File: config.mk
export PLATFORM = sky130hd
export DESIGN_NAME = desired_drive_seq_flat
export DESIGN_NICKNAME = d
export VERILOG_FILES = /design/src/rtl/desired_drive_seq_if.sv /design/src/rtl/desired_drive_seq.sv /design/src/flat_wrapper.sv
export SDC_FILE = /design/constraint.sdc
export NUM_CORES = 1
export LEC_CHECK = 0
export ABC_CLOCK_PERIOD_IN_PS = 6700
export CORE_ASPECT_RATIO = 1.75
export CORE_UTILIZATION = 30
export DETAILED_ROUTE_END_ITERATION = 6
export GPL_TIMING_DRIVEN = 0
export PLACE_DENSITY = 0.53
export SYNTH_ARGS = -nofsm -noshare
export SYNTH_HDL_FRONTEND = slang
export SYNTH_SLANG_ARGS = --single-unit
File: constraint.sdc
create_clock -name clk -period 6.7 [get_ports clk]
set_input_delay 1.675 -clock clk [delete_from_list [all_inputs] [get_ports clk]]
set_output_delay 1.675 -clock clk [all_outputs]
set_load 0.05 [all_outputs]
File: src/rtl/desired_drive_seq_if.sv
`default_nettype none
// ============================================================================
//  Module   : desired_drive_seq_if
//  Brief    : Request/result bundle between the assist planner and the
//             desired_drive_seq current calculator.
//  Revision : 1.0  initial release
// ============================================================================
interface desired_drive_seq_if #(
   parameter int TORQUE_W = 12,
   parameter int INCL_W   = 13,
   parameter int CURR_W   = 12
);
   logic                       start;
   logic [TORQUE_W-1:0]        avg_torque;
   logic [4:0]                 cadence;
   logic                       not_pedaling;
   logic signed [INCL_W-1:0]   incline;
   logic [2:0]                 scale;
   logic [CURR_W-1:0]          target_curr;
   logic                       valid;
   logic                       busy;

   modport master (
      output start, avg_torque, cadence, not_pedaling, incline, scale,
      input  target_curr, valid, busy
   );

   modport slave (
      input  start, avg_torque, cadence, not_pedaling, incline, scale,
      output target_curr, valid, busy
   );
endinterface
`default_nettype wire

File: src/rtl/desired_drive_seq.sv
`default_nettype none
// ============================================================================
//  Module   : desired_drive_seq
//  Brief    : Multi-cycle assist-current calculator on one shared multiplier,
//             with saturation and optional per-update slew limiting.
//  Revision : 1.0  initial release
// ============================================================================
module desired_drive_seq #(
   parameter int                  TORQUE_W   = 12,
   parameter logic [TORQUE_W-1:0] TORQUE_MIN = 'h380,
   parameter int                  INCL_W     = 13,
   parameter int                  CURR_W     = 12,
   parameter int                  SHIFT      = 15,
   parameter int                  SLEW_STEP  = 0
) (
   input  wire                    clk,
   input  wire                    rst,
   desired_drive_seq_if.slave     io_drv
);

   localparam int P_W    = TORQUE_W + 18;
   localparam int FACT_W = 9;

   localparam logic signed [INCL_W-1:0] C_INCL_HI = INCL_W'(511);
   localparam logic signed [INCL_W-1:0] C_INCL_LO = INCL_W'(-512);
   localparam logic signed [INCL_W:0]   C_OFS     = (INCL_W+1)'(256);
   localparam logic signed [INCL_W:0]   C_LIM_HI  = (INCL_W+1)'(511);
   localparam logic [CURR_W-1:0]        C_STEP    = CURR_W'(SLEW_STEP);

   typedef enum logic [2:0] {
      S_IDLE = 3'd0,
      S_M1   = 3'd1,
      S_M2   = 3'd2,
      S_M3   = 3'd3,
      S_UPD  = 3'd4
   } state_t;

   state_t                     r_state;
   state_t                     w_state_nxt;
   logic                       w_capture;
   logic                       w_p_load;
   logic                       w_upd;

   logic [TORQUE_W-1:0]        r_torque;
   logic [FACT_W-1:0]          r_incl;
   logic [5:0]                 r_cad;
   logic [2:0]                 r_scale;
   logic                       r_np;
   logic [P_W-1:0]             r_p;
   logic [CURR_W-1:0]          r_curr;
   logic                       r_valid;

   logic signed [INCL_W-1:0]   w_incl_sat;
   logic signed [INCL_W:0]     w_incl_sum;
   logic [FACT_W-1:0]          w_incl_lim;
   logic [5:0]                 w_cad_f;
   logic [TORQUE_W-1:0]        w_torque_pos;

   logic [P_W-1:0]             w_mul_a;
   logic [FACT_W-1:0]          w_mul_b;
   logic [P_W-1:0]             w_prod;

   logic [P_W-1:0]             w_shifted;
   logic                       w_ovf;
   logic [CURR_W-1:0]          w_raw;
   logic                       w_up;
   logic [CURR_W-1:0]          w_diff;
   logic [CURR_W-1:0]          w_slewed;
   logic [CURR_W-1:0]          w_next_curr;

   // Input conditioning, only meaningful at the moment a start is accepted
   always_comb begin
      w_incl_sat = $signed(io_drv.incline);
      if ($signed(io_drv.incline) > C_INCL_HI) begin
         w_incl_sat = C_INCL_HI;
      end else if ($signed(io_drv.incline) < C_INCL_LO) begin
         w_incl_sat = C_INCL_LO;
      end

      w_incl_sum = $signed({w_incl_sat[INCL_W-1], w_incl_sat}) + C_OFS;
      w_incl_lim = w_incl_sum[FACT_W-1:0];
      if (w_incl_sum[INCL_W]) begin
         w_incl_lim = '0;
      end else if (w_incl_sum > C_LIM_HI) begin
         w_incl_lim = '1;
      end

      w_cad_f = (io_drv.cadence > 5'd1) ? ({1'b0, io_drv.cadence} + 6'd32) : 6'd0;

      w_torque_pos = (io_drv.avg_torque > TORQUE_MIN) ?
                     (io_drv.avg_torque - TORQUE_MIN) : '0;
   end

   always_ff @(posedge clk) begin
      if (rst) begin
         r_state <= S_IDLE;
      end else begin
         r_state <= w_state_nxt;
      end
   end

   always_comb begin
      w_state_nxt = r_state;
      w_capture   = 1'b0;
      w_p_load    = 1'b0;
      w_upd       = 1'b0;
      case (r_state)
         S_IDLE: begin
            if (io_drv.start) begin
               w_capture   = 1'b1;
               w_state_nxt = S_M1;
            end
         end
         S_M1: begin
            w_p_load    = 1'b1;
            w_state_nxt = S_M2;
         end
         S_M2: begin
            w_p_load    = 1'b1;
            w_state_nxt = S_M3;
         end
         S_M3: begin
            w_p_load    = 1'b1;
            w_state_nxt = S_UPD;
         end
         S_UPD: begin
            w_upd       = 1'b1;
            w_state_nxt = S_IDLE;
         end
         default: begin
            w_state_nxt = S_IDLE;
         end
      endcase
   end

   // Shared multiplier: the running product accumulates one factor per state.
   // Operands are sized so no step can exceed P_W bits.
   always_comb begin
      w_mul_a = r_p;
      w_mul_b = '0;
      case (r_state)
         S_M1: begin
            w_mul_a = {{(P_W-TORQUE_W){1'b0}}, r_torque};
            w_mul_b = r_incl;
         end
         S_M2:    w_mul_b = {3'b000, r_cad};
         S_M3:    w_mul_b = {6'b000000, r_scale};
         default: w_mul_b = '0;
      endcase
   end

   assign w_prod = w_mul_a * {{(P_W-FACT_W){1'b0}}, w_mul_b};

   assign w_shifted = r_p >> SHIFT;
   assign w_ovf     = |w_shifted[P_W-1:CURR_W];
   assign w_raw     = w_ovf ? {CURR_W{1'b1}} : w_shifted[CURR_W-1:0];

   always_comb begin
      w_up     = (w_raw > r_curr);
      w_diff   = w_up ? (w_raw - r_curr) : (r_curr - w_raw);
      w_slewed = w_raw;
      if (w_diff > C_STEP) begin
         w_slewed = w_up ? (r_curr + C_STEP) : (r_curr - C_STEP);
      end

      w_next_curr = w_slewed;
      if (r_np) begin
         w_next_curr = '0;
      end else if (SLEW_STEP == 0) begin
         w_next_curr = w_raw;
      end
   end

   always_ff @(posedge clk) begin
      if (rst) begin
         r_torque <= '0;
         r_incl   <= '0;
         r_cad    <= '0;
         r_scale  <= '0;
         r_np     <= 1'b0;
         r_p      <= '0;
         r_curr   <= '0;
         r_valid  <= 1'b0;
      end else begin
         r_valid <= w_upd;
         if (w_capture) begin
            r_torque <= w_torque_pos;
            r_incl   <= w_incl_lim;
            r_cad    <= w_cad_f;
            r_scale  <= io_drv.scale;
            r_np     <= io_drv.not_pedaling;
         end
         if (w_p_load) begin
            r_p <= w_prod;
         end
         if (w_upd) begin
            r_curr <= w_next_curr;
         end
      end
   end

   assign io_drv.target_curr = r_curr;
   assign io_drv.valid       = r_valid;
   assign io_drv.busy        = (r_state != S_IDLE);

endmodule
`default_nettype wire

File: src/flat_wrapper.sv
// flat-port wrapper written by rule: the top's interface ports become plain ports
module desired_drive_seq_flat 
#(
   parameter int                  TORQUE_W   = 12,
   parameter logic [TORQUE_W-1:0] TORQUE_MIN = 'h380,
   parameter int                  INCL_W     = 13,
   parameter int                  CURR_W     = 12,
   parameter int                  SHIFT      = 15,
   parameter int                  SLEW_STEP  = 0
)
  (clk, rst, io_drv_start, io_drv_avg_torque, io_drv_cadence, io_drv_not_pedaling, io_drv_incline, io_drv_scale, io_drv_target_curr, io_drv_valid, io_drv_busy);
  desired_drive_seq_if #(.TORQUE_W(TORQUE_W), .INCL_W(INCL_W), .CURR_W(CURR_W)) io_drv_i ();
  input  wire clk;
  input  wire rst;
  input wire logic [$bits(io_drv_i.start)-1:0] io_drv_start;
  input wire logic [$bits(io_drv_i.avg_torque)-1:0] io_drv_avg_torque;
  input wire logic [$bits(io_drv_i.cadence)-1:0] io_drv_cadence;
  input wire logic [$bits(io_drv_i.not_pedaling)-1:0] io_drv_not_pedaling;
  input wire logic [$bits(io_drv_i.incline)-1:0] io_drv_incline;
  input wire logic [$bits(io_drv_i.scale)-1:0] io_drv_scale;
  output wire logic [$bits(io_drv_i.target_curr)-1:0] io_drv_target_curr;
  output wire logic [$bits(io_drv_i.valid)-1:0] io_drv_valid;
  output wire logic [$bits(io_drv_i.busy)-1:0] io_drv_busy;
  assign io_drv_i.start = io_drv_start;
  assign io_drv_i.avg_torque = io_drv_avg_torque;
  assign io_drv_i.cadence = io_drv_cadence;
  assign io_drv_i.not_pedaling = io_drv_not_pedaling;
  assign io_drv_i.incline = io_drv_incline;
  assign io_drv_i.scale = io_drv_scale;
  assign io_drv_target_curr = io_drv_i.target_curr;
  assign io_drv_valid = io_drv_i.valid;
  assign io_drv_busy = io_drv_i.busy;
  desired_drive_seq #(.TORQUE_W(TORQUE_W), .TORQUE_MIN(TORQUE_MIN), .INCL_W(INCL_W), .CURR_W(CURR_W), .SHIFT(SHIFT), .SLEW_STEP(SLEW_STEP)) u_core (.clk(clk), .rst(rst), .io_drv(io_drv_i));
endmodule
==> flow_summary.yaml, run 1 <==
status:
  status: "completed"
drt:
  finalWirelength_um: 32800
  routed_via_density: 5.02
  drtIter0Drc: 403
  num_vias: 8637
  wl_per_cell_um: 19.1
  ant_nets: 0
  drt_first_pass_iters: 6
  remaining_drc_errors: 0
clock_tree:
  clockBufferDepth: 2
  postCtsHoldBufs: 0
  cts.sinks: 77
  clock_latency_ns: 0.37
  clkSlewWorstSetupHoldPaths_ns: 0.07
  cts_tree: "yes"
  cts_root_buffer: "clkbuf_16"
  numCtsBuffers: 9
  cts_htree_levels: 3
power:
  peakVddDrop_v: 0.000108
  pwr-share-comb_pct: 36.7
  p_leak_nw: 5.45
  clockPowerShare_pct: 32.1
  p_int_mw: 1.07
  power.share.sequential_pct: 31.3
  p_total_mw: 1.79
  switchingPower_mw: 0.727
  p_per_area_nw_per_um2: 156
  switching_share_pct: 40.5
setup_path:
  cpLargestDelayFamily: "adder cells"
  critPathBufInv: 5
  r2r_cells: 19
  critPathKind: "flip-flop to flip-flop"
  worstPathArrival_ns: 6.67
  path_cells: "clkbuf_2 -> clkbuf_1 -> a21o_1 -> clkbuf_2 -> nor2_1 -> fa_1 -> fa_1 -> inv_1 -> fa_1 -> fa_1 -> inv_1 -> ha_1 -> nand4b_1 -> a2111oi_4 -> o41ai_4 -> o311ai_4 -> a31oi_1 -> or4_1 -> o311ai_1"
  r2r_end: "u_core.r_p[26]"
  endpoint_kind: "flip-flop"
  regToRegSetupSlack_ns: 0.29
  worst-path-max-fanout: 10
  worstSetupStartpointType: "flip-flop"
  crit_path_frequent_cell: "fa_1"
  max_stage_delay_ns: 0.55
  timing.rr.start: "u_core.r_state[2]"
  critPathRequiredTime_ns: 6.96
  worst_path_max_delay_cell: "fa_1"
sta:
  slew_violations: 0
  fin_ws_ns: 0.293
  clock-skew-final_ns: 0.0115
  setup_viol: 0
  rsz0062_at_grt: "no"
  finalHoldViolCount: 0
  min_period_over_period_pct: 95.6
  max_slew_margin_pct: 43.5
  holdWs_ns: 0.460
  fmax_mhz: 156
  fin_crit_ns: 6.41
  worst_slew_pin_slew_ns: 0.848
final_layout:
  stdcell_count: 1719
  fin_nets: 1553
  drive_gt1_share_pct: 3.96
  n_antenna_cell: 0
  n_fill_cell: 3452
  final_area_um2: 11500
  areaGrowthSynthToFinish_pct: 15.0
placement:
  gp_congestion: 0.908
  port_buffers: 49
  dpl-instance-area_um2: 11100
  dp_slack_ns: -0.285
  dp.cells: 1705
  hpwl_um: 27500
worst_hold_path:
  worstHoldPathCells: 2
  hold_path_class: "flip-flop to flip-flop"
  holdCritStartpoint: "u_core.r_p[4]"
  holdPathEnd: "u_core.r_p[4]"
grt:
  grtUsageTotal_pct: 20.3
  grt_pass1_wl_um: 51300
  grt_max_degree: 16
  antenna_found_initial: 0
  grt_pass1_vias: 9399
  overflow: 0
logic_synthesis:
  synth_area_leaders: "fa_1 33%, dfxtp_1 15%, inv_1 7.6%"
  ys_seq_elements: 77
  synth-edff-count: 0
  synth.avg_cell_area_um2: 8.17
  async_reset_ff_share_pct: 0
  synth.top_cell.area_share_pct: 33.1
  synth_area_um2: 9990
  yosysMostFrequentCell: "inv_1"
  yosys.area.top_type: "fa_1"
  synth_cell_types: 66
  ys.flop_type: "dfxtp_1"
  synth_cells: 1223
  seq_area_frac_synth_pct: 15.4
  synth_commonest_cells: "202 x inv_1, 165 x fa_1, 155 x nand2_1"
  ys_warn_count: 0
floorplanning:
  io_pins: 51
  die_h_um: 243
  fp.coreArea_um2: 32900
  start_util_pct: 30.4
  fp.dieArea_um2: 34100
  die_w_um: 140
  row_count: 88
flow_run:
  cap_violations: 0
cell families (layout without fill, tap and decap cells):
| logic type | Yosys count | count (layout) | synth area share [%] |
|---|---|---|---|
| DFF | 77 | 77 | 15.4 |
| other | 2 | 30 | 0.0752 |
| and+or+nand+nor | 472 | 472 | 21.9 |
| AOI/OAI and AO/OA | 156 | 156 | 10.2 |
| buffers and inverters | 267 | 330 | 10.1 |
| xor gates and xnor gates | 30 | 30 | 2.77 |
| adders and majority gates | 207 | 207 | 38.3 |
| muxes | 12 | 12 | 1.24 |
power by group through the flow:
stage                     sequential [mW]  clock [mW]  combinational, mW
after floorplan                     0.538           0              0.447
after global placement              0.569           0              0.641
after detailed placement            0.570           0              0.648
after CTS                           0.559       0.585              0.652
after global routing                0.563       0.598              0.737
final                               0.561       0.575              0.658
placed cells by master, fill, tap and decap left out, types with 5 or more instances in the layout:
master / count
nand2_1: 155
nor3_1: 23
nor2_1: 123
a21oi_1: 71
and3_1: 40
mux2i_1: 9
clkbuf_16: 9
conb_1: 30
o21ai_0: 19
and2_1: 9
nand3b_1: 11
clkbuf_2: 10
clkbuf_1: 41
nand4_1: 6
a22oi_1: 12
ha_1: 42
nor2b_1: 11
xnor2_1: 20
a21o_1: 16
a211oi_1: 5
buf_2: 5
xor2_1: 9
dfxtp_1: 77
inv_1: 202
a31oi_1: 5
clkdlybuf4s50_1: 49
nand3_1: 60
fa_1: 165
worst min-delay path, stage by stage (launching register included):
cell	delay [ns]
dfxtp_1	0.32
nand2_1	0.05
a21oi_1	0.05
worst max-delay path by stage:
| stage | start | end | slack [ns] | cells after the start |
|---|---|---|---|---|
| after floorplan | u_core.r_state[0] | u_core.r_p[26] | 0.83 | 24 |
| after global placement | u_core.r_state[0] | u_core.r_p[26] | -0.29 | 22 |
| after detailed placement | u_core.r_state[2] | u_core.r_p[26] | -0.28 | 21 |
| after CTS | u_core.r_state[1] | u_core.r_p[26] | 0.02 | 22 |
| after global routing | u_core.r_state[2] | u_core.r_p[26] | 0.02 | 19 |
| final | u_core.r_state[2] | u_core.r_p[26] | 0.29 | 19 |
flip-flops by register name, summed over array words and instances (netlist names):
| signal | flops |
|---|---|
| u_core.io_drv.target_curr | 12 |
| u_core.io_drv.valid | 1 |
| u_core.r_cad | 6 |
| u_core.r_incl | 9 |
| u_core.r_np | 1 |
| u_core.r_p | 30 |
| u_core.r_scale | 3 |
| u_core.r_state | 3 |
| u_core.r_torque | 12 |
timing repair:
action,CTS,global route
pin swaps,0,2
setup endpoints to repair,8,9
buffers inserted,0,0
gates resized for setup,12,33
cell type report:
cell class | instances | area, µm² | area share, %
inverter | 203 | 762 | 6.63
timing repair buffer | 49 | 490 | 4.27
clock buffer | 9 | 225 | 1.96
tap | 405 | 507 | 4.41
buffer | 62 | 270 | 2.35
sequential | 77 | 1540 | 13.4
clock inverter | 7 | 105 | 0.915
multi-input combinational | 907 | 7590 | 66.0
through the flow:
stage,setup TNS (ns),util (%)
2_1_floorplan,0,-
3_3_place_gp,-1.00,33.7
3_5_place_dp,-0.986,33.7
4_1_cts,0,34.8
5_1_grt,0,34.9
6_report,0,34.9
metal layers:
metal / up-vias / track usage [%] / routed length (µm)
li1: 4033 / - / -
met1: 4267 / 18.0 / 10600
met2: 219 / 40.1 / 18400
met3: 118 / 1.85 / 656
met4: 0 / 17.7 / 3110
met5: - / 0 / 0
(Power assumes the default switching activity.)
==> inputs of run 2 (changes only) <==
--- a/config.mk
+++ b/config.mk
@@ -8,6 +8,7 @@
 export ABC_CLOCK_PERIOD_IN_PS = 6700
 export CORE_ASPECT_RATIO = 1.75
 export CORE_UTILIZATION = 30
+export CTS_CLUSTER_SIZE = 14
 export DETAILED_ROUTE_END_ITERATION = 6
 export GPL_TIMING_DRIVEN = 0
 export PLACE_DENSITY = 0.53
==> constraint.sdc (replaced) <==
create_clock -name clk -period 6.7 [get_ports clk]
set_input_delay 0.67 -clock clk [delete_from_list [all_inputs] [get_ports clk]]
set_output_delay 0.67 -clock clk [all_outputs]
set_load 0.05 [all_outputs]
==> results of run 2 <==
Same layout as run 1: the final DEF is identical, and so are final timing and power.
==> inputs of run 3 (changes only) <==
--- a/config.mk
+++ b/config.mk
@@ -5,12 +5,11 @@
 export SDC_FILE = /design/constraint.sdc
 export NUM_CORES = 1
 export LEC_CHECK = 0
-export ABC_CLOCK_PERIOD_IN_PS = 6700
+export ABC_CLOCK_PERIOD_IN_PS = 8000
 export CORE_ASPECT_RATIO = 1.75
 export CORE_UTILIZATION = 30
 export CTS_CLUSTER_SIZE = 14
 export DETAILED_ROUTE_END_ITERATION = 6
-export GPL_TIMING_DRIVEN = 0
 export PLACE_DENSITY = 0.53
 export SYNTH_ARGS = -nofsm -noshare
 export SYNTH_HDL_FRONTEND = slang
==> constraint.sdc (replaced) <==
create_clock -name clk -period 8 [get_ports clk]
set_input_delay 0.8 -clock clk [delete_from_list [all_inputs] [get_ports clk]]
set_output_delay 0.8 -clock clk [all_outputs]
set_load 0.05 [all_outputs]
==> run 3 against run 2 <==
  * Via count down 4.4%
  * Sequential share of layout area up 0.25 points
  * Die area unchanged
  * Non-clock buffer count down 47
  * First-iteration DRC count down 15%
  * Sequential power down 14%
  * Critical endpoint unchanged
  * Largest cell class unchanged
==> flow_summary.yaml, run 3 (synthesized netlist as in run 1, its figures left out) <==
drt:
  drt_first_pass_iters: 7
  wl_per_cell_um: 17.6
  drtIter0Drc: 342
  ant_nets: 0
  finalWirelength_um: 29400
  remaining_drc_errors: 0
  routed_via_density: 4.94
  num_vias: 8260
final_layout:
  fin_nets: 1506
  final_common_cell: "inv_1"
  stdcell_count: 1672
  multi_input_area_um2: 7560
  final_cell_mix: "202 x inv_1, 165 x fa_1, 155 x nand2_1, 123 x nor2_1, 77 x dfxtp_1"
  final_core_util_pct: 34.3
  n_antenna_cell: 0
  drive_gt1_share_pct: 3.47
  areaGrowthSynthToFinish_pct: 12.9
  final_area_um2: 11300
  n_fill_cell: 3379
  largest_reg_flops: 30
  seq_area_um2: 1540
  top_register: "u_core.r_p"
setup_path:
  endpoint_kind: "flip-flop"
  critPathRequiredTime_ns: 8.28
  worstSetupStartpointType: "flip-flop"
  critPathKind: "flip-flop to flip-flop"
  worst-path-max-fanout: 34
  worstPathArrival_ns: 7.19
sta:
  fmax_mhz: 145
  setup_tns_ns: 0
  max_slew_margin_pct: 42.7
  worst_slew_pin_slew_ns: 0.858
  rsz0062_at_grt: "no"
  min_period_over_period_pct: 86.4
  setup_viol: 0
  finalHoldViolCount: 0
  clock-skew-final_ns: 0.0144
  slew_violations: 0
  fin_crit_ns: 6.92
power:
  peakVddDrop_v: 0.0000921
  p_per_area_nw_per_um2: 127
  p_leak_nw: 5.37
grt:
  grt_pass1_wl_um: 47900
  overflow: 0
  grtUsageTotal_pct: 18.5
  grt_max_degree: 70
  antenna_found_initial: 0
  grt_pass1_vias: 9008
floorplanning:
  fp.dieArea_um2: 34100
  start_util_pct: 30.4
  die_h_um: 243
  die_w_um: 140
  fp.coreArea_um2: 32900
  row_count: 88
  io_pins: 51
placement:
  dpl-instance-area_um2: 11000
  port_buffers: 50
  dp.cells: 1656
  gp_congestion: 0.904
  hpwl_um: 24000
worst_hold_path:
  hold_path_class: "flip-flop to flip-flop"
clock_tree:
  cts_htree_levels: 3
  cts.sinks: 77
  cts-resized-gates: 0
  numCtsBuffers: 9
  clkSlewWorstSetupHoldPaths_ns: 0.07
  cts_root_buffer: "clkbuf_16"
  cts_tree: "yes"
  clockBufferDepth: 2
  cts_setup_buffers: 0
  clock_latency_ns: 0.37
  postCtsHoldBufs: 0
flow_run:
  cap_violations: 0
status:
  status: "completed"
==> run 3: changes by cell type in the layout (fill, tap and decap cells not counted), moves of 2 or more <==
cell / delta
a22oi_1: +2
a22oi_2: -2
buf_2: -4
buf_4: +13
clkbuf_1: -41
clkbuf_2: -10
clkbuf_4: -4
nor2_2: +2
nor2_4: -2
==> run 3: metal layers <==
layer  wire length, µm  up-vias  global-route usage, %
met5                 0        -                      0
li1                  -     3916                      -
met2             17200      153                   37.6
met3               585       74                   1.59
met1              9550     4117                   17.0
met4              2020        0                   12.6
==> run 3: metrics by stage <==
stage	hold slack (ns)	power [mW]	setup WS, ns
global route	0.482	1.53	0.780
global placement	0.447	0.991	1.20
CTS	0.460	1.44	1.11
finish	0.462	1.43	1.08
detailed placement	0.450	0.994	1.14
floorplan	0.428	0.825	2.13
==> run 3: critical path, cell delays in order, from the launching register on <==
cell	delay, ns
dfxtp_1	0.70
or3b_2	0.85
mux2i_1	0.60
nor2_1	0.13
fa_1	0.49
fa_1	0.50
fa_1	0.53
inv_1	0.07
fa_1	0.53
inv_1	0.04
ha_1	0.35
a21o_1	0.17
a21oi_1	0.12
a2111oi_4	0.44
o41ai_4	0.16
o311ai_4	0.43
a31oi_1	0.16
or4_1	0.42
o311ai_1	0.10
==> run 3: final cells by class <==
| class | instances | area share (%) |
|---|---|---|
| clock buffers | 9 | 2.00 |
| clock inverters | 7 | 0.710 |
| inverters | 203 | 6.76 |
| multi-input cells | 907 | 67.1 |
| flip-flops and latches | 77 | 13.7 |
| well taps | 405 | 4.49 |
| repair buffers | 64 | 5.33 |
==> run 3: final timing paths <==
| check | from | end | slack, ns | depth (start not counted) |
|---|---|---|---|---|
| max | u_core.r_state[0] | u_core.r_p[26] | 1.08 | 18 |
| min | u_core.r_cad[3] | u_core.r_cad[3] | 0.46 | 2 |
| max reg2reg | u_core.r_state[0] | u_core.r_p[26] | 1.08 | 18 |
| min reg2reg | u_core.r_cad[3] | u_core.r_cad[3] | 0.46 | 2 |
==> run 3: where the power goes <==
part | total (mW) | switching, mW | internal [mW]
clock | 0.445 | 0.199 | 0.247
sequential | 0.481 | 0.0649 | 0.416
combinational | 0.505 | 0.315 | 0.191
